===== src/rtl/sm2201_mux_ctrl_pkg.sv =====
// Shared constants for the Sm2201 SN74LS298 mux-register controller:
// FSM encodings, word-select values and the interval timer width.
package sm2201_mux_ctrl_pkg;

  localparam int TIMER_W = 4;

  localparam logic [1:0] ST_IDLE   = 2'd0;
  localparam logic [1:0] ST_SETUP  = 2'd1;
  localparam logic [1:0] ST_STROBE = 2'd2;
  localparam logic [1:0] ST_DONE   = 2'd3;

  localparam logic WS_WORD1 = 1'b0;
  localparam logic WS_WORD2 = 1'b1;

endpackage


===== src/rtl/sm2201_cycle_timer.sv =====
// Loadable down-counter with a zero flag; times both the word-select
// setup interval and the load-strobe width.
module sm2201_cycle_timer
  import sm2201_mux_ctrl_pkg::*;
(
  input  logic               clk,
  input  logic               rst,
  input  logic               load_i,
  input  logic [TIMER_W-1:0] load_val_i,
  input  logic               dec_i,
  output logic               zero_o
);

  logic [TIMER_W-1:0] count_q;

  // Load wins over decrement; the counter parks at zero rather than wrapping.
  always_ff @(posedge clk) begin
    if (rst) begin
      count_q <= '0;
    end else if (load_i) begin
      count_q <= load_val_i;
    end else if (dec_i && (count_q != '0)) begin
      count_q <= count_q - 1'b1;
    end
  end

  assign zero_o = (count_q == '0);

endmodule


===== src/rtl/sm2201_mux_reg_arbiter.sv =====
// Round-robin arbiter sharing one SN74LS298 mux-register between two
// requesters: selects the word, waits out setup, strobes the load, acks.
module sm2201_mux_reg_arbiter
  import sm2201_mux_ctrl_pkg::*;
#(
  parameter int SETUP_CYCLES  = 2,
  parameter int STROBE_CYCLES = 1
) (
  input  logic clk,
  input  logic rst,
  input  logic req1,
  input  logic req2,
  output logic ws,
  output logic ld,
  output logic ack1,
  output logic ack2,
  output logic busy,
  output logic prio
);

  // The timer is only 4 bits wide, so reject intervals it cannot represent.
  if (SETUP_CYCLES < 1 || SETUP_CYCLES > 15) begin : gSetupRangeCheck
    $error("SETUP_CYCLES must be in 1..15");
  end
  if (STROBE_CYCLES < 1 || STROBE_CYCLES > 15) begin : gStrobeRangeCheck
    $error("STROBE_CYCLES must be in 1..15");
  end

  localparam logic [TIMER_W-1:0] SETUP_LOAD  = TIMER_W'(SETUP_CYCLES - 1);
  localparam logic [TIMER_W-1:0] STROBE_LOAD = TIMER_W'(STROBE_CYCLES - 1);

  logic [1:0]         state_q, state_d;
  logic               ws_q, ws_d;
  logic               ld_q, ld_d;
  logic               ack1_q, ack1_d;
  logic               ack2_q, ack2_d;
  logic               busy_q, busy_d;
  logic               prio_q, prio_d;
  logic               timerLoad;
  logic [TIMER_W-1:0] timerLoadVal;
  logic               timerDec;
  logic               timerZero;

  sm2201_cycle_timer u_timer (
    .clk        (clk),
    .rst        (rst),
    .load_i     (timerLoad),
    .load_val_i (timerLoadVal),
    .dec_i      (timerDec),
    .zero_o     (timerZero)
  );

  // ws_q doubles as the record of the granted side, so it may only move on IDLE->SETUP.
  always_comb begin
    state_d      = state_q;
    ws_d         = ws_q;
    ld_d         = ld_q;
    ack1_d       = ack1_q;
    ack2_d       = ack2_q;
    busy_d       = busy_q;
    prio_d       = prio_q;
    timerLoad    = 1'b0;
    timerLoadVal = '0;
    timerDec     = 1'b0;

    case (state_q)
      ST_IDLE: begin
        if (req1 || req2) begin
          if (req1 && req2) begin
            ws_d = prio_q;
          end else if (req2) begin
            ws_d = WS_WORD2;
          end else begin
            ws_d = WS_WORD1;
          end
          busy_d       = 1'b1;
          timerLoad    = 1'b1;
          timerLoadVal = SETUP_LOAD;
          state_d      = ST_SETUP;
        end
      end
      ST_SETUP: begin
        if (timerZero) begin
          ld_d         = 1'b1;
          timerLoad    = 1'b1;
          timerLoadVal = STROBE_LOAD;
          state_d      = ST_STROBE;
        end else begin
          timerDec = 1'b1;
        end
      end
      ST_STROBE: begin
        if (timerZero) begin
          ld_d    = 1'b0;
          ack1_d  = (ws_q == WS_WORD1);
          ack2_d  = (ws_q == WS_WORD2);
          state_d = ST_DONE;
        end else begin
          timerDec = 1'b1;
        end
      end
      ST_DONE: begin
        ack1_d  = 1'b0;
        ack2_d  = 1'b0;
        busy_d  = 1'b0;
        prio_d  = ~ws_q;
        state_d = ST_IDLE;
      end
      default: begin
        state_d = ST_IDLE;
      end
    endcase
  end

  always_ff @(posedge clk) begin
    if (rst) begin
      state_q <= ST_IDLE;
      ws_q    <= WS_WORD1;
      ld_q    <= 1'b0;
      ack1_q  <= 1'b0;
      ack2_q  <= 1'b0;
      busy_q  <= 1'b0;
      prio_q  <= 1'b0;
    end else begin
      state_q <= state_d;
      ws_q    <= ws_d;
      ld_q    <= ld_d;
      ack1_q  <= ack1_d;
      ack2_q  <= ack2_d;
      busy_q  <= busy_d;
      prio_q  <= prio_d;
    end
  end

  assign ws   = ws_q;
  assign ld   = ld_q;
  assign ack1 = ack1_q;
  assign ack2 = ack2_q;
  assign busy = busy_q;
  assign prio = prio_q;

endmodule


===== config.mk =====
export PLATFORM = sky130hd
export DESIGN_NAME = sm2201_mux_reg_arbiter
export DESIGN_NICKNAME = d
export VERILOG_FILES = /design/src/rtl/sm2201_mux_ctrl_pkg.sv /design/src/rtl/sm2201_cycle_timer.sv /design/src/rtl/sm2201_mux_reg_arbiter.sv
export SDC_FILE = /design/constraint.sdc
export NUM_CORES = 1
export LEC_CHECK = 0
export BUFFER_PORTS_ARGS = -buffer_cell sky130_fd_sc_hd__buf_2
export CAP_MARGIN = 20
export CORE_MARGIN = 10
export CORE_UTILIZATION = 45
export DETAILED_ROUTE_END_ITERATION = 8
export MAX_ROUTING_LAYER = met4
export PLACE_DENSITY = 0.68
export SLEW_MARGIN = 0
export SYNTH_ARGS = -nofsm -noshare
export SYNTH_HDL_FRONTEND = slang
export SYNTH_SLANG_ARGS = --single-unit

===== constraint.sdc =====
create_clock -name clk -period 1.57 [get_ports clk]
set_input_delay 0.157 -clock clk [delete_from_list [all_inputs] [get_ports clk]]
set_output_delay 0.157 -clock clk [all_outputs]
set_load 0.05 [all_outputs]

==> impl_metrics.tcl, run 1 <==
set metrics [dict create \
    remaining_drc_errors 0 \
    post_cts_buffers 0 \
    path_class "reg2reg" \
    crit_chain "inv_2 -> ha_4 -> or3b_4 -> or4b_1 -> a21oi_1" \
    cp.required_ps 1790 \
    irDropWorstVdd_v 0.00110 \
    layoutNonFillerInstCount 106 \
    path_delay_family "simple AND/OR/NAND/NOR gates" \
    syn_area_um2 651 \
    post-route-period-util_pct 99.8 \
    synth.distinct_cells 26 \
    grt_overflow 0 \
    place_inst 103 \
    slew_headroom_pct 67.4 \
    die_h_um 58.0 \
    syn_to_final_growth_pct 25.4 \
    tightest_slew_ps 483 \
    numClockSinks 12 \
    p_leak_nw 0.355 \
    synth_top_area_share_pct 36.9 \
    fmax_mhz 638 \
    place_area_um2 786 \
    clock_latency_ps 280 \
    core_um2 1330 \
    drt-initial-drc-count 7 \
    powerDensity_nw_per_um2 1910 \
    synth_cells 72 \
    drt-total-wl_mm 1.43 \
    grt_pass1_wl_mm 2.57 \
    arrival_ps 1790 \
    dieArea_um2 3370 \
    r2r_start "u_timer.count_q[1]" \
    end_kind "flip-flop" \
    grt_max_degree 13 \
    hold_violations 0 \
    antenna_left 0 \
    final_cell_area_um2 816 \
    synth.area.top_cells "dfxtp_1, ha_1, nand2b_1, mux2i_1, inv_1" \
    grt_use_total_pct 9.82 \
    place_hpwl_mm 1.08 \
    synth_top_flop_cell "dfxtp_1" \
    yosysSeqAreaShare_pct 36.9 \
    setup_viol 0 \
    io_pins 10 \
    die_x_um 58.0 \
    synth.avg_cell_area_um2 9.04 \
    critical_path.startpoint "u_timer.count_q[1]" \
    nets 103 \
    hold_class "in2reg" \
    worstPathMaxFanout 4 \
    async_reset_ff_share_pct 0 \
    cp_slowest_stage_delay_ps 500 \
    final_util_pct 61.2 \
    place.gp.congestion 0.735 \
    yosysTopAreaCell "dfxtp_1" \
    rows 13 \
    portBuffers 9 \
    dr.pass1.iters 3 \
    cpMaxStageDelayCell "or4b_1" \
    syn_nets 82 \
    grt_pass1_vias 577 \
    drive_gt1_share_pct 29.7 \
    final_common_cell "dfxtp_1" \
    power_w 0.00156 \
    skew_ps 8.75 \
    setup_tns_ps 0 \
    root_buffer "clkbuf_4" \
    antenna_found_initial 0 \
    min_from "req2" \
    cts_htree_levels 1 \
    synth_edf_count 0 \
    rsz0062_at_grt "yes" \
    vias_per_cell 5.45 \
    critPathBufInv 1 \
    wire_per_inst_um 13.5 \
    clkTransAtPathRegs_ps 80 \
    ys_ff_latch 12 \
    clock_path_buffers 2 \
    initial_utilization_pct 48.8 \
    diodes 0 \
    finalCriticalPeriod_ps 1570 \
    maxCapViolations 0 \
    yosys_warnings 0 \
    cts_made_buffers 3 \
    slew_violations 0 \
    status "completed" \
    start_kind "flip-flop" \
    tritoncts "yes" \
    vias 578 \
    final_cell_mix "dfxtp_1, buf_2, buf_4" \
]
-- cell type report --
cell class,instances,area [um^2]
inverter,7,26.3
fill,129,518
tap,15,18.8
timing repair buffer,18,113
sequential,12,241
clock buffer,3,22.5
multi-input combinational,51,394
-- power by group --
part / total (W) / switching [W] / internal [W]
sequential: 0.000434 / 0.0000495 / 0.000385
clock: 0.000195 / 0.000106 / 0.0000890
combinational: 0.000928 / 0.000514 / 0.000414
total: 0.00156 / 0.000669 / 0.000888
-- cell usage after synthesis (2+ instances only) --
cell       n
inv_1      7
nand2b_1   5
a21oi_1    4
o211ai_1   2
ha_1       6
nand4b_1   2
a31oi_1    3
nor2_1     6
nor3b_1    3
nand2_1    4
dfxtp_1   12
a221oi_1   2
mux2i_1    3
-- sequential cells by signal (all words and copies together), names as in the netlist --
name / cells
state_q: 2
ld: 1
ack2: 1
u_timer.count_q: 4
ws: 1
prio: 1
ack1: 1
busy: 1
-- repair_timing --
| item | 4_1_cts | 5_1_grt |
|---|---|---|
| endpoints found under the setup margin | 1 | 4 |
| hold buffers | 0 | 0 |
| resized for setup | 1 | 1 |
-- kinds of logic after synthesis --
kind of cell    count (synthesis)  synth area share [%]
compound gates                 16                  16.7
buf+inv                         9                  5.38
flops                          12                  36.9
mux                             3                  4.62
fa+ha+maj                       6                  11.5
simple gates                   26                  24.8
-- layer usage --
| metal | wire [um] | GRT usage, % | up-vias |
|---|---|---|---|
| met4 | 42 | 7.05 | 0 |
| met5 | 0 | - | - |
| li1 | - | - | 297 |
| met1 | 727 | 12.1 | 268 |
| met3 | 39 | 2.18 | 5 |
| met2 | 622 | 13.7 | 8 |
-- path summary, 6_finish.rpt --
kind	end	slack, ps	depth (start not counted)
hold reg to reg	ld	470	2
hold / removal	ws	160	3
setup / recovery	ack1	3	5
setup reg to reg	ack1	3	5
-- stage by stage --
stage | setup WS [ps] | hold slack, ps
2_1_floorplan | 3.92 | 322
3_3_place_gp | 20.2 | 444
3_5_place_dp | 0.301 | 449
4_1_cts | -6.20 | 152
5_1_grt | -82.9 | 164
6_report | 2.63 | 162
-- tightest hold or removal path, cell delays in order --
cell and delay (ps):
buf_2 90, a32oi_1 80, nor2_1 80
Power figures use the tool's default switching activity.
==> inputs of run 2 (changes only) <==
ABC_AREA = 1   (was not set)
==> impl_metrics.tcl, run 2 <==
set metrics [dict create \
    power_w 0.00152 \
    netlist_top_cells_count "inv_1, dfxtp_1, nor2_1" \
    place_inst 112 \
    synth.avg_cell_area_um2 7.42 \
    numClockSinks 12 \
    clock_path_buffers 2 \
    skew_ps 0.525 \
    final_cell_mix "inv_1, nor2_1, dfxtp_1" \
    ys_ff_latch 12 \
    p_leak_nw 0.372 \
    wl_met1_um 614 \
    slew_violations 0 \
    vias 571 \
    diodes 0 \
    worstPathMaxFanout 5 \
    setup_viol 0 \
    hold_path_end "ack2" \
    rsz0062_at_grt "no" \
    grt_overflow 0 \
    root_buffer "clkbuf_4" \
    synth_top_flop_cell "dfxtp_1" \
    cp.required_ps 1750 \
    syn_nets 98 \
    post_cts_buffers 0 \
    io_pins 10 \
    top_layer "met4" \
    path_class "reg2reg" \
    synth.most_common_cell "inv_1" \
    post_cts_resized 0 \
    regMostFlops "u_timer.count_q" \
    drt-total-wl_mm 1.22 \
    initial_utilization_pct 49.0 \
    nets 112 \
    die_h_um 58.1 \
    routed-wl-met3_um 53 \
    drt-initial-drc-count 8 \
    yosys_warnings 0 \
    powerDensity_nw_per_um2 2020 \
    synth_top_area_share_pct 36.8 \
    final_common_cell "inv_1" \
    drive_gt1_share_pct 20.8 \
    yosysTopAreaCell "dfxtp_1" \
    start_kind "flip-flop" \
    synth.distinct_cells 21 \
    dieArea_um2 3380 \
    syn_area_um2 653 \
    holdPathStages 2 \
    async_reset_ff_share_pct 0 \
    core_um2 1330 \
    die_x_um 58.1 \
    place_area_um2 717 \
    wire_per_inst_um 10.5 \
    antenna_found_initial 0 \
    end_kind "flip-flop" \
    hold_class "in2reg" \
    synth.area.top_cells "dfxtp_1, ha_1, inv_1, nor2_1, nand2_1" \
    slew_headroom_pct 82.2 \
    setup_tns_ps 0 \
    final_cell_area_um2 753 \
    hold_violations 0 \
    cts_hold_buf 0 \
    final_util_pct 56.5 \
    antenna_left 0 \
    clock_latency_ps 280 \
    route.met2.wl_um 514 \
    maxCapViolations 0 \
    irDropWorstVdd_v 0.000792 \
    arrival_ps 1540 \
    layoutNonFillerInstCount 116 \
    rows 13 \
    synth_cells 88 \
    grt_pass1_vias 509 \
    top_regs "u_timer.count_q x4, state_q x2" \
    clkTransAtPathRegs_ps 70 \
    largest_register_ffs 4 \
    synth_edf_count 0 \
    cts_htree_levels 1 \
    reg2regPathDepth 7 \
    vias_per_cell 4.92 \
    r2r_start "state_q[1]" \
    reg2reg_to "u_timer.count_q[3]" \
    post-route-period-util_pct 86.5 \
    yosysSeqAreaShare_pct 36.8 \
    portBuffers 9 \
    grt_use_total_pct 8.33 \
    grt_pass1_wl_mm 2.17 \
    status "completed" \
    min_from "rst" \
    tightest_slew_ps 267 \
    fmax_mhz 736 \
    remaining_drc_errors 0 \
    tritoncts "yes" \
    place_hpwl_um 991 \
    rrSetupSlack_ps 210 \
    cts_made_buffers 3 \
    grt_max_degree 8 \
    place.gp.congestion 0.847 \
    finalCriticalPeriod_ps 1360 \
    dr.pass1.iters 4 \
    syn_to_final_growth_pct 15.3 \
]
run 2: routing by layer:
layer,vias up,track usage (%)
met5,-,-
met4,0,7.05
met3,5,1.96
met2,12,11.5
met1,248,9.83
li1,306,-
run 2: worst max-delay path by stage:
stage	start	to	slack, ps	cells after the start
final	state_q[1]	u_timer.count_q[3]	210	7
after global routing	state_q[1]	u_timer.count_q[3]	70	7
after CTS	state_q[0]	state_q[0]	200	7
after detailed placement	state_q[0]	state_q[0]	220	7
after global placement	state_q[0]	state_q[0]	250	7
after floorplan	state_q[0]	state_q[0]	310	7
run 2: critical path: stages, from the launching register on:
cell and delay (ps):
dfxtp_1 400, inv_1 100, ha_1 370, nand2_2 110, nor2_1 140, nand2_1 60, nand2_1 60, nor2_1 30
run 2: cells by family after synthesis:
logic type,count (synthesis),share of synthesized area (%)
buffers and inverters,14,8.05
DFF,12,36.8
AOI/OAI and AO/OA,14,12.5
and+or+nand+nor,42,31.2
adders and majority gates,6,11.5
run 2: area by class of cell:
type	count	area [um^2]
clock buffer	4	36.3
tap	15	18.8
inverter	14	52.6
sequential	12	240
multi-input combinational	62	360
timing repair buffer	9	45.0
fill	135	581
run 2: stage by stage:
stage | worst slack (ps) | hold WS [ps]
floorplan | 312 | 226
global placement | 253 | 418
detailed placement | 220 | 414
CTS | 198 | 116
global route | 73.0 | 138
finish | 212 | 122
run 2: power by group:
group / switching (W) / total, W / leakage [nW] / internal, W
clock network: 0.000106 / 0.000247 / 0.0210 / 0.000141
registers: 0.0000670 / 0.000462 / 0.0984 / 0.000395
logic: 0.000539 / 0.000813 / 0.252 / 0.000274
total: 0.000712 / 0.00152 / 0.372 / 0.000809
==> inputs of run 3 (changes only) <==
CORE_UTILIZATION = 40   (was 45)
PLACE_DENSITY = not set   (was 0.68)
==> impl_metrics.tcl, run 3 (synthesis gave the netlist of run 2 again) <==
set metrics [dict create \
    status "completed" \
    seq_power_share_pct 30.3 \
    portBuffers 9 \
    p_sw_w 0.000708 \
    drt-total-wl_mm 1.22 \
    regMostFlops "u_timer.count_q" \
    switching_share_pct 46.7 \
    die_h_um 60.4 \
    cts_hold_buf 0 \
    drive_gt1_share_pct 20.8 \
    clock_path_buffers 2 \
    power_w 0.00152 \
    rsz0062_at_grt "no" \
    place_area_um2 718 \
    wire_per_inst_um 10.5 \
    tightest_slew_ps 254 \
    intPower_w 0.000809 \
    drt-initial-drc-count 7 \
    cp.required_ps 1780 \
    clkTransAtPathRegs_ps 80 \
    critPathBufInv 1 \
    tritoncts "yes" \
    num-fill-cells 169 \
    initial_utilization_pct 42.9 \
    start_kind "flip-flop" \
    multi_input_area_um2 360 \
    place.gp.congestion 0.848 \
    io_pins 10 \
    min_from "rst" \
    path_class "reg2reg" \
    p_leak_nw 0.372 \
    core_um2 1520 \
    antenna_left 0 \
    hold_violations 0 \
    cts_htree_levels 1 \
    reg2reg_to "state_q[0]" \
    post_cts_buffers 0 \
    arrival_ps 1590 \
    holdPathStages 2 \
    numClockSinks 12 \
    root_buffer "clkbuf_4" \
    path_delay_family "simple AND/OR/NAND/NOR gates" \
    grt_overflow 0 \
    post_cts_resized 0 \
    grt_pass1_vias 517 \
    nets 112 \
    pwr-share-clk_pct 16.1 \
    cp_common_cell "nor2_1" \
    irDropWorstVdd_v 0.000822 \
    post-route-period-util_pct 88.1 \
    antenna_found_initial 0 \
    reg2regPathDepth 7 \
    finalCriticalPeriod_ps 1380 \
    grt_use_total_pct 7.56 \
    diodes 0 \
    dr.pass1.iters 4 \
    grt_max_degree 8 \
    cpMaxStageDelayCell "dfxtp_1" \
    vias 554 \
    place_hpwl_um 992 \
    final_common_cell "inv_1" \
    worstPathMaxFanout 4 \
    setup_tns_ps 0 \
    rrSetupSlack_ps 190 \
    vias_per_cell 4.74 \
    seq_area_um2 240 \
    final_cell_mix "inv_1, nor2_1, dfxtp_1" \
    crit_chain "inv_1 -> ha_1 -> or2_1 -> nand2_2 -> and2_1 -> nor2_1 -> nor2_1" \
    end_kind "flip-flop" \
    largest_register_ffs 4 \
    cp_slowest_stage_delay_ps 390 \
    top_regs "u_timer.count_q x4, state_q x2" \
    syn_to_final_growth_pct 15.5 \
    hold_class "in2reg" \
    maxCapViolations 0 \
    slew_headroom_pct 83.0 \
    slew_violations 0 \
    remaining_drc_errors 0 \
    die_x_um 60.4 \
    r2r_start "state_q[0]" \
    rows 14 \
    dieArea_um2 3650 \
    fmax_mhz 723 \
    grt_pass1_wl_mm 2.08 \
    skew_ps 1.73 \
    powerDensity_nw_per_um2 2010 \
    cts_made_buffers 3 \
    setup_viol 0 \
    clock_latency_ps 260 \
    power_frac_comb_pct 53.6 \
    hold_path_end "ws" \
    final_cell_area_um2 754 \
]
run 3: cell counts in the layout (fill, tap and decap cells not counted):
Identical to the previous run, type by type.
run 3: per-stage QoR:
stage                     hold slack (ps)  std cells  util [%]  setup slack (ps)
after CTS                             132        117      49.5               192
after detailed placement              423        113      47.1               213
after floorplan                       226         88         -               312
after global routing                  142        117      49.5              75.4
after global placement                421        113      47.1               253
final                                 137        117      49.5               187
run 3: worst max path at each step:
stage / start / endpoint / slack [ps] / cells after the start
CTS: state_q[0] / state_q[0] / 190 / 7
global placement: state_q[0] / state_q[0] / 250 / 7
floorplan: state_q[0] / state_q[0] / 310 / 7
finish: state_q[0] / state_q[0] / 190 / 7
detailed placement: state_q[0] / state_q[1] / 210 / 7
global route: state_q[1] / u_timer.count_q[1] / 80 / 5
run 3: layout make-up:
| type | count | area share (%) |
|---|---|---|
| multi-input cells | 62 | 47.8 |
| clock buffers | 4 | 4.81 |
| flip-flops and latches | 12 | 31.8 |
| well taps | 16 | 2.65 |
| inverters | 14 | 6.97 |
| repair buffers | 9 | 5.97 |
run 3: layer usage:
metal	global-route usage, %	vias to the layer above	routed length (um)
met5	-	-	0
met4	3.13	0	4
met3	3.13	2	38
met2	10.7	9	558
met1	9.19	237	623
li1	-	306	-
run 3: power by group through the flow:
| stage | logic (W) | clock network [W] | registers, W |
|---|---|---|---|
| CTS | 0.000827 | 0.000254 | 0.000460 |
| floorplan | 0.000542 | 0 | 0.000587 |
| detailed placement | 0.000822 | 0 | 0.000466 |
| global placement | 0.000818 | 0 | 0.000465 |
| global route | 0.000918 | 0.000274 | 0.000469 |
| finish | 0.000814 | 0.000244 | 0.000460 |
